## src/rtl/fifo_stream_reader_pkg.sv

```systemverilog
`default_nettype none
// +----------------------------------------------------------------------+
// | Module      : fifo_stream_pkg                                        |
// | Description : Shared types and constants for the FIFO stream reader: |
// |               output-buffer occupancy states and stat widths.        |
// | Revision    : 1.0 - initial release                                  |
// +----------------------------------------------------------------------+
package fifo_stream_pkg;

   // Occupancy of the 2-entry output buffer; the encoding doubles as the count.
   typedef enum logic [1:0] {
      EMPTY = 2'd0,
      ONE   = 2'd1,
      TWO   = 2'd2
   } buf_state_t;

   localparam int STAT_BEATS_W  = 32;
   localparam int STAT_PKTS_W   = 16;
   localparam int STAT_STALLS_W = 16;

endpackage
`default_nettype wire

```

## src/rtl/fifo_stream_reader_if.sv

```systemverilog
`default_nettype none
// +----------------------------------------------------------------------+
// | Module      : fifo_stream_reader_if                                  |
// | Description : FIFO read port plus valid/ready output stream.         |
// |               master = the reader engine, slave = FIFO + sink side.  |
// | Revision    : 1.0 - initial release                                  |
// +----------------------------------------------------------------------+
interface fifo_stream_reader_if #(
   parameter int DataWidth = 32
);
   logic                 rdempty;
   logic [DataWidth-1:0] q;
   logic                 rdreq;
   logic                 out_valid;
   logic [DataWidth-1:0] out_data;
   logic                 out_last;
   logic                 out_ready;

   modport master (
      input  rdempty, q, out_ready,
      output rdreq, out_valid, out_data, out_last
   );

   modport slave (
      output rdempty, q, out_ready,
      input  rdreq, out_valid, out_data, out_last
   );
endinterface
`default_nettype wire

```

## src/rtl/fifo_stream_reader_skid.sv

```systemverilog
`default_nettype none
// +----------------------------------------------------------------------+
// | Module      : fifo_stream_skid                                       |
// | Description : 2-entry in-order output buffer. Head entry drives the  |
// |               stream; tail absorbs one extra word while stalled.     |
// | Revision    : 1.0 - initial release                                  |
// +----------------------------------------------------------------------+
module fifo_stream_skid
   import fifo_stream_pkg::*;
#(
   parameter int DataWidth = 32
) (
   input  wire logic                 CLK,
   input  wire logic                 Reset,
   input  wire logic                 push,
   input  wire logic [DataWidth-1:0] push_data,
   input  wire logic                 pop,
   output logic      [1:0]           occ,
   output logic                      head_valid,
   output logic      [DataWidth-1:0] head_data
);

   buf_state_t           r_state;
   buf_state_t           w_next;
   logic [DataWidth-1:0] r_head;
   logic [DataWidth-1:0] r_tail;

   // Occupancy state register.
   always_ff @(posedge CLK) begin
      if (Reset) r_state <= EMPTY;
      else       r_state <= w_next;
   end

   // Next occupancy from push/pop; push and pop together keep the count.
   always_comb begin
      w_next = r_state;
      case (r_state)
         EMPTY:   if (push) w_next = ONE;
         ONE: begin
            if (push && !pop)      w_next = TWO;
            else if (pop && !push) w_next = EMPTY;
         end
         TWO:     if (pop && !push) w_next = ONE;
         default: w_next = EMPTY;
      endcase
   end

   // Entry storage: keep words in arrival order, head always oldest.
   always_ff @(posedge CLK) begin
      if (Reset) begin
         r_head <= '0;
         r_tail <= '0;
      end else begin
         case (r_state)
            EMPTY: if (push) r_head <= push_data;
            ONE: begin
               if (push && pop) r_head <= push_data;
               else if (push)   r_tail <= push_data;
            end
            TWO: begin
               if (pop) begin
                  r_head <= r_tail;
                  if (push) r_tail <= push_data;
               end
            end
            default: ;
         endcase
      end
   end

   assign occ        = r_state;
   assign head_valid = (r_state != EMPTY);
   assign head_data  = r_head;

endmodule
`default_nettype wire

```

## src/rtl/fifo_stream_reader.sv

```systemverilog
`default_nettype none
// +----------------------------------------------------------------------+
// | Module      : fifo_stream_reader                                     |
// | Description : Pulls words from a FIFO read port and presents them as |
// |               a framed valid/ready stream, hiding read latency with  |
// |               a 2-entry buffer. Optional statistics counters are     |
// |               built when FIFO_STREAM_STATS_EN is defined.            |
// | Revision    : 1.0 - initial release                                  |
// +----------------------------------------------------------------------+
module fifo_stream_reader
   import fifo_stream_pkg::*;
#(
   parameter int ShowHead  = 1,
   parameter int DataWidth = 32,
   parameter int PacketLen = 16,
   parameter int LenWidth  = 4
) (
   input  wire logic                     CLK,
   input  wire logic                     Reset,
`ifdef FIFO_STREAM_STATS_EN
   output logic [STAT_BEATS_W-1:0]       stat_beats,
   output logic [STAT_PKTS_W-1:0]        stat_pkts,
   output logic [STAT_STALLS_W-1:0]      stat_stalls,
`endif
   fifo_stream_reader_if.master          bus
);

   localparam logic [LenWidth-1:0] LAST_IDX = LenWidth'(PacketLen - 1);

   logic [1:0]           w_occ;
   logic                 w_head_valid;
   logic [DataWidth-1:0] w_head_data;
   logic                 w_inflight;
   logic                 w_push;
   logic                 w_pop;
   logic                 w_rdreq;
   logic [2:0]           w_credit;
   logic [LenWidth-1:0]  r_cnt;

   assign w_pop    = w_head_valid && bus.out_ready;
   // Words held or on their way, after this cycle's pop leaves.
   assign w_credit = {1'b0, w_occ} + {2'b00, w_inflight} - {2'b00, w_pop};
   assign w_rdreq  = !bus.rdempty && (w_credit < 3'd2);

   generate
      if (ShowHead != 0) begin : g_show_ahead
         // q is already valid in the request cycle.
         assign w_inflight = 1'b0;
         assign w_push     = w_rdreq;
      end else begin : g_normal
         logic r_inflight;
         // Track the read whose data arrives on q next cycle.
         always_ff @(posedge CLK) begin
            if (Reset) r_inflight <= 1'b0;
            else       r_inflight <= w_rdreq;
         end
         assign w_inflight = r_inflight;
         assign w_push     = r_inflight;
      end
   endgenerate

   fifo_stream_skid #(
      .DataWidth (DataWidth)
   ) u_skid (
      .CLK        (CLK),
      .Reset      (Reset),
      .push       (w_push),
      .push_data  (bus.q),
      .pop        (w_pop),
      .occ        (w_occ),
      .head_valid (w_head_valid),
      .head_data  (w_head_data)
   );

   // Beat position within the packet, advanced on every accepted beat.
   always_ff @(posedge CLK) begin
      if (Reset)      r_cnt <= '0;
      else if (w_pop) r_cnt <= (r_cnt == LAST_IDX) ? '0 : r_cnt + LenWidth'(1);
   end

   assign bus.rdreq     = w_rdreq;
   assign bus.out_valid = w_head_valid;
   assign bus.out_data  = w_head_data;
   assign bus.out_last  = w_head_valid && (r_cnt == LAST_IDX);

`ifdef FIFO_STREAM_STATS_EN
   logic [STAT_BEATS_W-1:0]  r_beats;
   logic [STAT_PKTS_W-1:0]   r_pkts;
   logic [STAT_STALLS_W-1:0] r_stalls;

   // Beat and packet totals wrap; stall count sticks at all-ones.
   always_ff @(posedge CLK) begin
      if (Reset) begin
         r_beats  <= '0;
         r_pkts   <= '0;
         r_stalls <= '0;
      end else begin
         if (w_pop) r_beats <= r_beats + STAT_BEATS_W'(1);
         if (w_pop && bus.out_last) r_pkts <= r_pkts + STAT_PKTS_W'(1);
         if (w_head_valid && !bus.out_ready && (r_stalls != {STAT_STALLS_W{1'b1}}))
            r_stalls <= r_stalls + STAT_STALLS_W'(1);
      end
   end

   assign stat_beats  = r_beats;
   assign stat_pkts   = r_pkts;
   assign stat_stalls = r_stalls;
`endif

endmodule
`default_nettype wire

```

## src/flat_wrapper.sv

```systemverilog
// flat-port wrapper written by rule: the top's interface ports become plain ports
module fifo_stream_reader_flat import fifo_stream_pkg::*;
#(
   parameter int ShowHead  = 1,
   parameter int DataWidth = 32,
   parameter int PacketLen = 16,
   parameter int LenWidth  = 4
)
  (CLK, Reset, bus_rdempty, bus_q, bus_out_ready, bus_rdreq, bus_out_valid, bus_out_data, bus_out_last);
  fifo_stream_reader_if #(.DataWidth(DataWidth)) bus_i ();
  input  wire logic CLK;
  input  wire logic Reset;
  input wire logic [$bits(bus_i.rdempty)-1:0] bus_rdempty;
  input wire logic [$bits(bus_i.q)-1:0] bus_q;
  input wire logic [$bits(bus_i.out_ready)-1:0] bus_out_ready;
  output wire logic [$bits(bus_i.rdreq)-1:0] bus_rdreq;
  output wire logic [$bits(bus_i.out_valid)-1:0] bus_out_valid;
  output wire logic [$bits(bus_i.out_data)-1:0] bus_out_data;
  output wire logic [$bits(bus_i.out_last)-1:0] bus_out_last;
  assign bus_i.rdempty = bus_rdempty;
  assign bus_i.q = bus_q;
  assign bus_i.out_ready = bus_out_ready;
  assign bus_rdreq = bus_i.rdreq;
  assign bus_out_valid = bus_i.out_valid;
  assign bus_out_data = bus_i.out_data;
  assign bus_out_last = bus_i.out_last;
  fifo_stream_reader #(.ShowHead(ShowHead), .DataWidth(DataWidth), .PacketLen(PacketLen), .LenWidth(LenWidth)) u_core (.CLK(CLK), .Reset(Reset), .bus(bus_i));
endmodule
```

## config.mk

```make
export PLATFORM = sky130hd
export DESIGN_NAME = fifo_stream_reader_flat
export DESIGN_NICKNAME = d
export VERILOG_FILES = /design/src/rtl/fifo_stream_reader_pkg.sv /design/src/rtl/fifo_stream_reader_if.sv /design/src/rtl/fifo_stream_reader_skid.sv /design/src/rtl/fifo_stream_reader.sv /design/src/flat_wrapper.sv
export SDC_FILE = /design/constraint.sdc
export NUM_CORES = 1
export LEC_CHECK = 0
export ABC_AREA = 1
export ABC_CLOCK_PERIOD_IN_PS = 2000
export BUFFER_PORTS_ARGS = -buffer_cell sky130_fd_sc_hd__buf_4
export CAP_MARGIN = 20
export CORE_ASPECT_RATIO = 2
export CORE_UTILIZATION = 50
export DETAILED_ROUTE_END_ITERATION = 6
export PLACE_DENSITY = 0.76
export SYNTH_ARGS = -nofsm -noshare
export SYNTH_HDL_FRONTEND = slang
export SYNTH_SLANG_ARGS = --single-unit
```

## constraint.sdc

```tcl
create_clock -name CLK -period 2 [get_ports CLK]
set_clock_uncertainty 0.2 [all_clocks]
set_input_delay 0.2 -clock CLK [delete_from_list [all_inputs] [get_ports CLK]]
set_output_delay 0.2 -clock CLK [all_outputs]
set_load 0.02 [all_outputs]
```

; ---- Word-level counts from Yosys, hierarchy flattened
; Index checks and enable logic that the tools add are counted.
[word_totals]
register_bits = 70
inputBits = 36
elab_cells = 46
[op_classes]
n_addsub = 2
n_lt_le_gt_ge = 1
n_eq_ne = 9
mux = 14
n_reduce_logical = 16
[op_table]
columns = operator, count
row1 = 2-to-1 mux 32 bit, 6
row2 = case mux 32 bit (3 select lines), 1
row3 = case mux 32 bit (2 select lines), 1
row4 = "!= test 2 bit, second input constant", 5
row5 = 2-to-1 mux 2 bit, 4
row6 = logical AND 1 bit, 6
row7 = case mux 2 bit (3 select lines), 1
row8 = AND reduction 3 bit, 2
row9 = "adder 4 x 1 -> 4 bit, second input constant", 1
row10 = "== test 4 bit, second input constant", 1
row11 = 2-to-1 mux 4 bit, 1
row12 = AND reduction 4 bit, 1
row13 = nonzero test 2 bit, 2
row14 = zero test 1 bit, 3
row15 = "less-than comparator 3 x 2 -> 1 bit, second input constant", 1
row16 = "!= test 3 bit, second input constant", 1
row17 = nonzero test 3 bit, 1
row18 = subtractor 2 x 1 -> 3 bit, 1
row19 = "== test 2 x 1 -> 1 bit, second input constant", 1
row20 = "== test 2 bit, second input constant", 1
row21 = zero test 2 bit, 1

; ---- Depth between registers and ports, before layout
; Gate-level depths: netlist (run 1).
[logic_depth]
depth_word = 10
ltp_mapped = 14
depth_no_buf = 12

; ---- Cells and area by module
; A second synthesis (run 1) with hierarchy kept.
[unflattened]
hier_cells = 548
area_unflattened_um2 = 3470.8
[by_module_without_submodules]
columns = module, n_inst, cells_each, area_per_inst_um2, seq_area_each_um2
row1 = fifo_stream_skid, 1, 510, 3236.9, 1321.3
row2 = fifo_stream_reader, 1, 38, 234.0, 80.1

; ---- Least setup slack after synthesis (run 1)
; OpenSTA, ideal clock, no wires.
[synth_path]
path_kind = reg-to-reg
startpoint = register u_core.u_skid.r_state[0] (netlist: u_core.u_skid.occ[0])
endpoint = register u_core.u_skid.r_tail[10]
t_arrival_ns = 1.801
slack_ns = -0.116
path_stages_with_launch = 15
path_buffers = 4
synth_period_minus_slack_ns = 2.116
cell_sequence = dfxtp_1 > buf_4 > nand2_1 > nand2_1 > nor2_2 > buf_4 > buf_4 > ha_1 > inv_1 > nand3_2 > nand2_2 > buf_2 > nand3_1 > nand2_1 > nor2_1
[synth_between]
elab_chain_len = 8
[synth_lines]
columns = item, line
row1 = "start, declared", fifo_stream_reader_skid.sv:23  ; buf_state_t r_state;
row2 = "start signal, assigned", fifo_stream_reader_skid.sv:31  ; else r_state <= w_next;
row3 = nonzero test 2 bit, fifo_stream_reader_skid.sv:72  ; assign head_valid = (r_state != EMPTY);
row4 = logical AND 1 bit, fifo_stream_reader.sv:40  ; assign w_pop = w_head_valid && bus.out_ready;
row5 = subtractor 2 x 1 -> 3 bit (*), fifo_stream_reader.sv:42  ; assign w_credit = {1'b0, w_occ} + {2'b00, w_inflight} - {2'b00, w_pop};
row6 = less-than comparator 3 x 2 -> 1 bit (*), fifo_stream_reader.sv:43  ; assign w_rdreq = !bus.rdempty && (w_credit < 3'd2);
row7 = logical AND 1 bit (*), fifo_stream_reader.sv:43
row8 = net bus_rdreq, flat_wrapper.sv:16  ; output wire logic [$bits(bus_i.rdreq)-1:0] bus_rdreq;
row9 = 2-to-1 mux 32 bit or logical AND 1 bit (tied branches), -
row10 = 2-to-1 mux 32 bit (tied with other cells), -
row11 = case mux 32 bit (2 select lines) or AND reduction 3 bit (tied branches), -
row12 = "end signal, assigned", fifo_stream_reader_skid.sv:58  ; else if (push) r_tail <= push_data;
row13 = "end signal, assigned", fifo_stream_reader_skid.sv:63  ; if (push) r_tail <= push_data;
row14 = "end, declared", fifo_stream_reader_skid.sv:26  ; logic [DataWidth-1:0] r_tail;
; The timed path passes the listed nets; every way through them passes the cells marked *. The select of a mux whose other input is x is not followed.
; A chain may end at the register's enable or synchronous reset.

; ---- Worst setup path after layout (run 1)
[layout_path]
startpoint = register u_core.u_skid.r_state[1] (netlist: u_core.u_skid.occ[1])
endpoint = register u_core.u_skid.r_tail[17]
[layout_between]
elab_chain_len = 8
[layout_lines]
columns = item, line
row1 = nonzero test 2 bit, fifo_stream_reader_skid.sv:72
row2 = logical AND 1 bit, fifo_stream_reader.sv:40
row3 = subtractor 2 x 1 -> 3 bit, fifo_stream_reader.sv:42
row4 = less-than comparator 3 x 2 -> 1 bit, fifo_stream_reader.sv:43
row5 = logical AND 1 bit, fifo_stream_reader.sv:43
row6 = 2-to-1 mux 32 bit or logical AND 1 bit (tied branches), -
row7 = 2-to-1 mux 32 bit (tied with other cells), -
row8 = case mux 32 bit (2 select lines) or AND reduction 3 bit (tied branches), -
; Several ways; a longest one is shown, not always the timed one. The select of a mux whose other input is x is not followed.

==> summary.md, run 1 <==
| Metric | Value |
|---|---|
| Crit share post-route | `0.937` |
| Critical path's top delay family | `simple AND/OR/NAND/NOR gates` |
| Post-synthesis mux area share | `0` |
| Final Setup Violations | `0` |
| Register area | `about 0.0014 mm2` |
| Initial antenna violation count | `0` |
| DR iter-0 viols | `between 200 and 250` |
| Critical path launch point | `u_core.u_skid.occ[1]$_SDFFE_PP0P_` |
| Synth cell types | `26` |
| Mapped Cells | `545` |
| Clock Latency Late Sink | `about 0.33 ns` |
| Fmax | `534 MHz` |
| Worst Max-Slew Pin Slew | `0.439 ns` |
| Crit path top cell by count | `nand2_1` |
| Slew Viols, Final | `0` |
| Hpwl dp | `5080 um` |
| Compound-Gate Fraction of Synth Area | `0.117` |
| Die Wd | `62.4 um` |
| Remaining Overflow, GRT | `0` |
| FILL cells | `647` |
| CTS Buf Count | `9` |
| Clk buf depth | `2` |
| Share of cells above drive strength 1 | `0.240` |
| Area delta synth->final | `23.4%` |
| # Post-CTS Setup Buffers | `0` |
| I/O Buffers | `70` |
| Most frequent cells in the layout | `nand2_1, nor2_1, buf_4` |
| Status | `finished clean` |
| Largest net degree at the start of global routing | `47` |
| Slew HR | `0.707` |
| Post-route ant nets | `0` |
| Critical path peak fanout | `34` |
| Routed vias | `~3400` |
| Worst hold path class | `in2reg` |
| Fraction of synthesized cell area in xor and xnor cells | `0` |
| Remaining DRCs | `0` |
| Placeable Area | `0.00699 mm2` |
| Avg Cell Area, Syn | `6.70 um2` |
| Hold endpoint | `u_core.u_skid.r_tail[20]$_SDFFE_PP0P_` |
| Type of origin of the critical path | `flip-flop` |
| Register bit count reported by yosys | `70` |
| Worst R2R End | `u_core.u_skid.r_tail[17]$_SDFFE_PP0P_` |
| Clock root cell | `clkbuf_16` |
| Mean routed wirelength per cell | `10.8 um` |
| Hold wc startpoint | `bus_q[20]` |
| Sink Count | `70` |
| Syn Nets | `585` |
| R2r startpoint | `u_core.u_skid.occ[1]$_SDFFE_PP0P_` |
| Die Y | `123 um` |
| Antenna diode count | `0` |
| Top_reg_cell synth | `dfxtp_1` |
| Reg2Reg Setup Slack | `around 0.13 ns` |
| Min Tclk post-route | `1.87 ns` |
| CP endpoint kind | `flip-flop` |
| Post-Synth Adder-Cell Area | `0.0137` |
| Sequential element share of the synthesized area | `0.384` |
| Nets | `647` |
| Power Dens Cells | `1720 mW/mm2` |
| Critical path class | `reg2reg` |
| Gpl congestion | `0.808` |
| Vias in the first global route | `3175` |
| Total GRT Usage | `0.211` |
| CP max-delay cell | `dfxtp_2` |
| Commonest non-fill, non-tap cell in the layout | `nand2_1` |
| Global-route wire length before repair | `about 13000 um` |
| Pre-antenna DRT Iters | `5` |
| Hold Path Depth | `5` |
| Crit-path max cell delay | `0.40 ns` |
| Cell Area, Synth | `around 0.0037 mm2` |
| CP Data Required Time | `2.02 ns` |
| Simple logic cell fraction of the synthesized area | `0.340` |
| Max-cap violations | `0` |
| Fin Setup TNS | `0 ns` |
| Starting Density | `0.522` |
| Reg clk slew, reported paths | `0.06 ns` |
| Worst Path Buf+Inv | `2` |
| Largest family of logic cells by synthesized area | `simple AND/OR/NAND/NOR gates` |
| Crit path DAT | `1.89 ns` |
| Post-Route WL | `7550 um` |
| Syn. warnings | `0` |
| Final Hold Vio Count | `0` |
| RSZ-0062 raised after global routing | `false` |
| Pwr Total | `between 7000 and 8000 uW` |
| Multi-input logic area | `0.00174 mm2` |
| Site Rows | `43` |
| Max H-tree Level | `3` |
| CP Cell Sequence | `nand2_1 > nand2_1 > nor2_4 > ha_1 > inv_1 > nand3_2 > nand2_4 > buf_12 > nand3_1 > nand2_1 > nor2_1` |
| Die area | `0.00767 mm2` |
| Leak Pwr | `between 0.002 and 0.0025 uW` |
| Io pins | `around 70` |
| VDD IR-drop max | `around 1000 uV` |
| Post-synth ARST share | `0` |
| Routed vias/inst | `4.90` |
| R2R cell count | `11` |
| Post-synth EDFFs | `0` |
| CTS tree | `done` |
-- through the flow --
step	instance area (um2)	std cells	util	hold WS (ns)	setup WS, ns
final	4510	702	0.645	0.00374	0.126
after global routing	4510	702	0.645	0.0200	0.00389
after CTS	4500	702	0.643	0.000683	0.0844
after detailed placement	4200	683	0.600	0.269	0.0912
after global placement	4200	683	0.600	0.262	0.143
after floorplan	3690	545	-	0.224	0.0103
-- worst reg2reg max path: cells and delay by family, from the launching register on --
family        cells  cell delay [ns]
simple gates      8             0.72
flops             1             0.40
buf+inv           2             0.27
fa+ha+maj         1             0.19
-- sequential cells by signal, indices dropped and copies added, names as in the netlist --
signal,flops
u_core.u_skid.r_tail,32
u_core.u_skid.occ,2
u_core.u_skid.head_data,32
u_core.r_cnt,4
-- cell type report --
class | count | area share
multi-input cells | 368 | 0.385
flip-flops and latches | 70 | 0.311
repair buffers | 85 | 0.158
inverters | 73 | 0.0608
clock buffers | 12 | 0.0547
well taps | 90 | 0.0250
clock inverters | 4 | 0.00500
-- Yosys cell counts, types with 2 or more instances --
cell / instances / area, um2
nand2_1: 123 / 462
ha_1: 4 / 50.1
nand3_1: 38 / 190
a21oi_1: 35 / 175
inv_1: 71 / 267
o21ai_1: 8 / 40.0
buf_2: 8 / 40.0
o21ai_2: 20 / 175
nor2_2: 2 / 12.5
buf_12: 2 / 40.0
buf_6: 7 / 78.8
dfxtp_1: 70 / 1400
clkbuf_1: 7 / 26.3
buf_4: 9 / 67.6
o21ai_0: 6 / 30.0
nand2_2: 22 / 138
nor2_1: 104 / 390
-- where the power goes --
| group | internal, uW | switching [uW] | total (uW) |
|---|---|---|---|
| logic | 1580 | 2390 | 3970 |
| registers | 1990 | 340 | 2330 |
| clock network | 866 | 568 | 1430 |
| total | 4440 | 3300 | 7740 |
-- how the worst max path moves through the flow --
stage,to,slack [ns],cells after the start
after floorplan,u_core.u_skid.head_data[10]$_SDFFE_PP0P_,0.01,13
after global placement,u_core.u_skid.r_tail[11]$_SDFFE_PP0P_,0.14,11
after detailed placement,u_core.u_skid.r_tail[17]$_SDFFE_PP0P_,0.09,11
after CTS,u_core.u_skid.r_tail[17]$_SDFFE_PP0P_,0.08,11
after global routing,u_core.u_skid.r_tail[13]$_SDFFE_PP0P_,0.004,11
final,u_core.u_skid.r_tail[17]$_SDFFE_PP0P_,0.13,11
-- metal layers --
metal  track usage  wire, um  vias to the layer above  share of wire
met2         0.388      3960                       77           0.52
met4         0.132       276                        0          0.037
met1         0.214      3030                     1548           0.40
li1              -         -                     1788              -
met3        0.0452       285                       24          0.038
met5             0         0                        -              0
-- what timing repair did --
action                                 CTS  global route
gates resized for setup                  0             4
setup endpoints to repair                0            29
endpoints found under the hold margin    8             0
hold buffers                             3             0
-- kinds of logic (layout without fill, tap and decap cells) --
| group | Yosys count | in the layout |
|---|---|---|
| AO/OA/AOI/OAI | 70 | 70 |
| AND/OR/NAND/NOR | 294 | 294 |
| buffers and inverters | 107 | 174 |
| flip-flops | 70 | 70 |
| adder cells (fa/ha/maj) | 4 | 4 |
Note: power is estimated with default switching activity, not from simulation.
==> run 2: changes to the inputs <==
Settings changed: CORE_UTILIZATION 50 to 49, PLACE_DENSITY 0.76 to 0.75, SYNTH_HIERARCHICAL from default to 1.
==> summary.md, run 2 <==
| Metric | Value |
|---|---|
| Status | `finished, violations left` |
| Violated checks | `setup timing` |
| Hpwl dp | `5150 um (+1.4%)` |
| Routed vias | `3775 (+9.8%)` |
| Post-synth ARST share | `0 (unchanged)` |
| Synth top cells by count | `nand2_1, nor2_1, inv_1` |
| Clock root cell | `clkbuf_16` |
| Met2 Use GR | `0.449 (+0.0610)` |
| Placed Area | `0.00428 mm2 (+1.9%)` |
| Register bit count reported by yosys | `70 (unchanged)` |
| Worst Max-Slew Pin Slew | `0.297 ns (-0.142 ns)` |
| Pre-antenna DRT Iters | `5 (unchanged)` |
| CTS tree | `done` |
| Avg Cell Area, Syn | `6.33 um2 (-5.5%)` |
| Share of cells above drive strength 1 | `0.313 (+0.0730)` |
| FILL cells | `488 (-25%)` |
| Die area | `0.00744 mm2 (-3.0%)` |
| Most numerous cell in the Yosys netlist | `nand2_1` |
| Max-cap violations | `0 (unchanged)` |
| Site Rows | `43 (unchanged)` |
| GR Util met3 | `0.0480 (+0.00277)` |
| Sequential element share of the synthesized area | `0.404 (+0.0202)` |
| GRT met1 Usage | `0.260 (+0.0456)` |
| Vias in the first global route | `3386 (+6.6%)` |
| Crit path DAT | `2.27 ns (+0.38 ns)` |
| Top_reg_cell synth | `dfxtp_1` |
| Slew Viols, Final | `0 (unchanged)` |
| I/O Buffers | `70 (unchanged)` |
| Most frequent cells in the layout | `nand2_1, nor2_1, buf_4` |
| Final Setup Violations | `66 (+66)` |
| Crit share post-route | `1.12 (+0.184)` |
| DR iter-0 viols | `245 (+20%)` |
| Placeable Area | `0.00689 mm2 (-1.5%)` |
| Global-route wire length before repair | `14200 um (+9.6%)` |
| Post-route ant nets | `0 (unchanged)` |
| Reg clk slew, reported paths | `0.06 ns (about the same)` |
| Max H-tree Level | `3 (unchanged)` |
| Critical path peak fanout | `7 (-79%)` |
| Starting Density | `0.504 (-0.0184)` |
| Worst hold path class | `in2reg` |
| Leak Pwr | `0.00256 uW (+15%)` |
| Mean routed wirelength per cell | `13.9 um (+29%)` |
| Nets | `696 (+7.6%)` |
| Sink Count | `70 (unchanged)` |
| Routed vias/inst | `5.03 (+2.7%)` |
| Multi-input logic area | `0.00193 mm2 (+11%)` |
| Slew HR | `0.802 (+0.0946)` |
| Remaining Overflow, GRT | `0 (unchanged)` |
| Syn Nets | `588 (+0.51%)` |
| Mapped Cells | `548 (+0.55%)` |
| CP endpoint kind | `flip-flop` |
| Min Tclk post-route | `2.24 ns (+0.367 ns)` |
| Post-Route WL | `10400 um (+38%)` |
| Commonest non-fill, non-tap cell in the layout | `nand2_1` |
| Antenna diode count | `0 (unchanged)` |
| Cell taking the most area after synthesis | `dfxtp_1` |
| Die Wd | `61.5 um (-1.5%)` |
| CP Data Required Time | `2.03 ns (about the same)` |
| Gpl congestion | `0.868 (+7.4%)` |
| Final setup margin | `-0.241 ns (-0.367 ns)` |
| Post-synth EDFFs | `0 (unchanged)` |
| Yosys top cell area share | `0.404 (+0.0202)` |
| Largest cells by area after synthesis | `dfxtp_1, nand2_1, nor2_1` |
| Pwr Total | `6230 uW (-20%)` |
| RSZ-0062 raised after global routing | `true` |
| Initial antenna violation count | `0 (unchanged)` |
| Area delta synth->final | `54.7%` |
| Critical path class | `reg2reg` |
| Syn. warnings | `6 (+6)` |
| Largest net degree at the start of global routing | `66 (+40%)` |
| Total GRT Usage | `0.250 (+0.0387)` |
| Clk buf depth | `2 (unchanged)` |
| Final Hold Vio Count | `0 (unchanged)` |
| Cell area after layout | `0.00537 mm2 (+19%)` |
| Synth cell types | `20 (-23%)` |
| Clock Latency Late Sink | `0.33 ns (about the same)` |
| VDD IR-drop max | `856 uV (-16%)` |
| CTS Buf Count | `9 (unchanged)` |
| Io pins | `71 (unchanged)` |
| GR peak layer | `met2` |
| Type of origin of the critical path | `flip-flop` |
| Power Dens Cells | `1160 mW/mm2 (-32%)` |
| Register area | `0.00141 mm2 (+0.36%)` |
| Cell Area, Synth | `0.00347 mm2 (-5.0%)` |
| Remaining DRCs | `0 (unchanged)` |
| Fmax | `446 MHz (-16%)` |
| Die Y | `121 um (-1.5%)` |
## run 2: logic make-up (layout without fill, tap and decap cells)
| group | after synthesis | in the layout | share of synthesized area |
|---|---|---|---|
| flops | 70 | 70 | 0.404 |
| compound gates | 71 | 71 | 0.103 |
| buf+inv | 112 | 225 | 0.141 |
| fa+ha+maj | 4 | 4 | 0.0144 |
| simple gates | 291 | 291 | 0.338 |
## run 2: area by class of cell
class | instances | share of cell area
well taps | 90 | 0.0210
inverters | 80 | 0.0587
multi-input cells | 366 | 0.359
flip-flops and latches | 70 | 0.262
repair buffers | 129 | 0.243
clock buffers | 13 | 0.0485
clock inverters | 3 | 0.00769
## run 2: worst max-delay path: stages (launching register included)
cell,delay (ns)
dfxtp_4,0.36
inv_6,0.04
nand2_8,0.06
nand2_4,0.04
or2_4,0.23
buf_4,0.14
nor2_4,0.09
nor2_4,0.05
ha_4,0.16
inv_4,0.07
nand3_4,0.09
nand2_8,0.11
buf_12,0.12
clkbuf_16,0.15
nand3_1,0.10
nand2_1,0.07
nor2_1,0.04
## run 2: metal layers
layer / routed length [um] / part of all wire / vias up
li1: - / - / 1886
met1: 3830 / 0.37 / 1747
met2: 5830 / 0.56 / 116
met3: 389 / 0.037 / 26
met4: 396 / 0.038 / 0
met5: 0 / 0 / -
## run 2: path summary, 6_finish.rpt
| path | from | end | slack (ns) | depth (start not counted) |
|---|---|---|---|---|
| max | u_core/u_skid/occ[1]$_SDFFE_PP0P_ | u_core/u_skid/r_tail[11]$_SDFFE_PP0P_ | -0.24 | 16 |
| min | bus_q[7] | u_core/u_skid/r_tail[7]$_SDFFE_PP0P_ | 0.0008 | 5 |
| max reg2reg | u_core/u_skid/occ[1]$_SDFFE_PP0P_ | u_core/u_skid/r_tail[11]$_SDFFE_PP0P_ | -0.24 | 16 |
| min reg2reg | u_core/u_skid/r_tail[6]$_SDFFE_PP0P_ | u_core/u_skid/r_tail[6]$_SDFFE_PP0P_ | 0.29 | 2 |
## run 2: stage by stage
| stage | setup TNS (ns) | worst slack (ns) | hold WS, ns | util | instances |
|---|---|---|---|---|---|
| 3_5_place_dp | -7.61 | -0.166 | 0.187 | 0.621 | 698 |
| 4_1_cts | -7.94 | -0.179 | 0.00103 | 0.718 | 736 |
| 5_1_grt | -17.38 | -0.314 | 0.0177 | 0.780 | 751 |
| 6_report | -12.36 | -0.241 | 0.000797 | 0.780 | 751 |
| 3_3_place_gp | -4.10 | -0.103 | 0.185 | 0.621 | 698 |
| 2_1_floorplan | -15.50 | -0.263 | 0.0594 | - | 548 |
## run 2: repair_timing
item | CTS | global route
hold buffers | 14 | 0
pin swaps | 4 | 11
buffers inserted | 5 | 10
cloned | 3 | 7
gates resized for setup | 25 | 50
setup endpoints to repair | 66 | 67
hold endpoints to repair | 16 | 0
## run 2: where the power goes
part	switching, uW	internal, uW
logic	1470	1270
clock network	590	1030
registers	183	1690
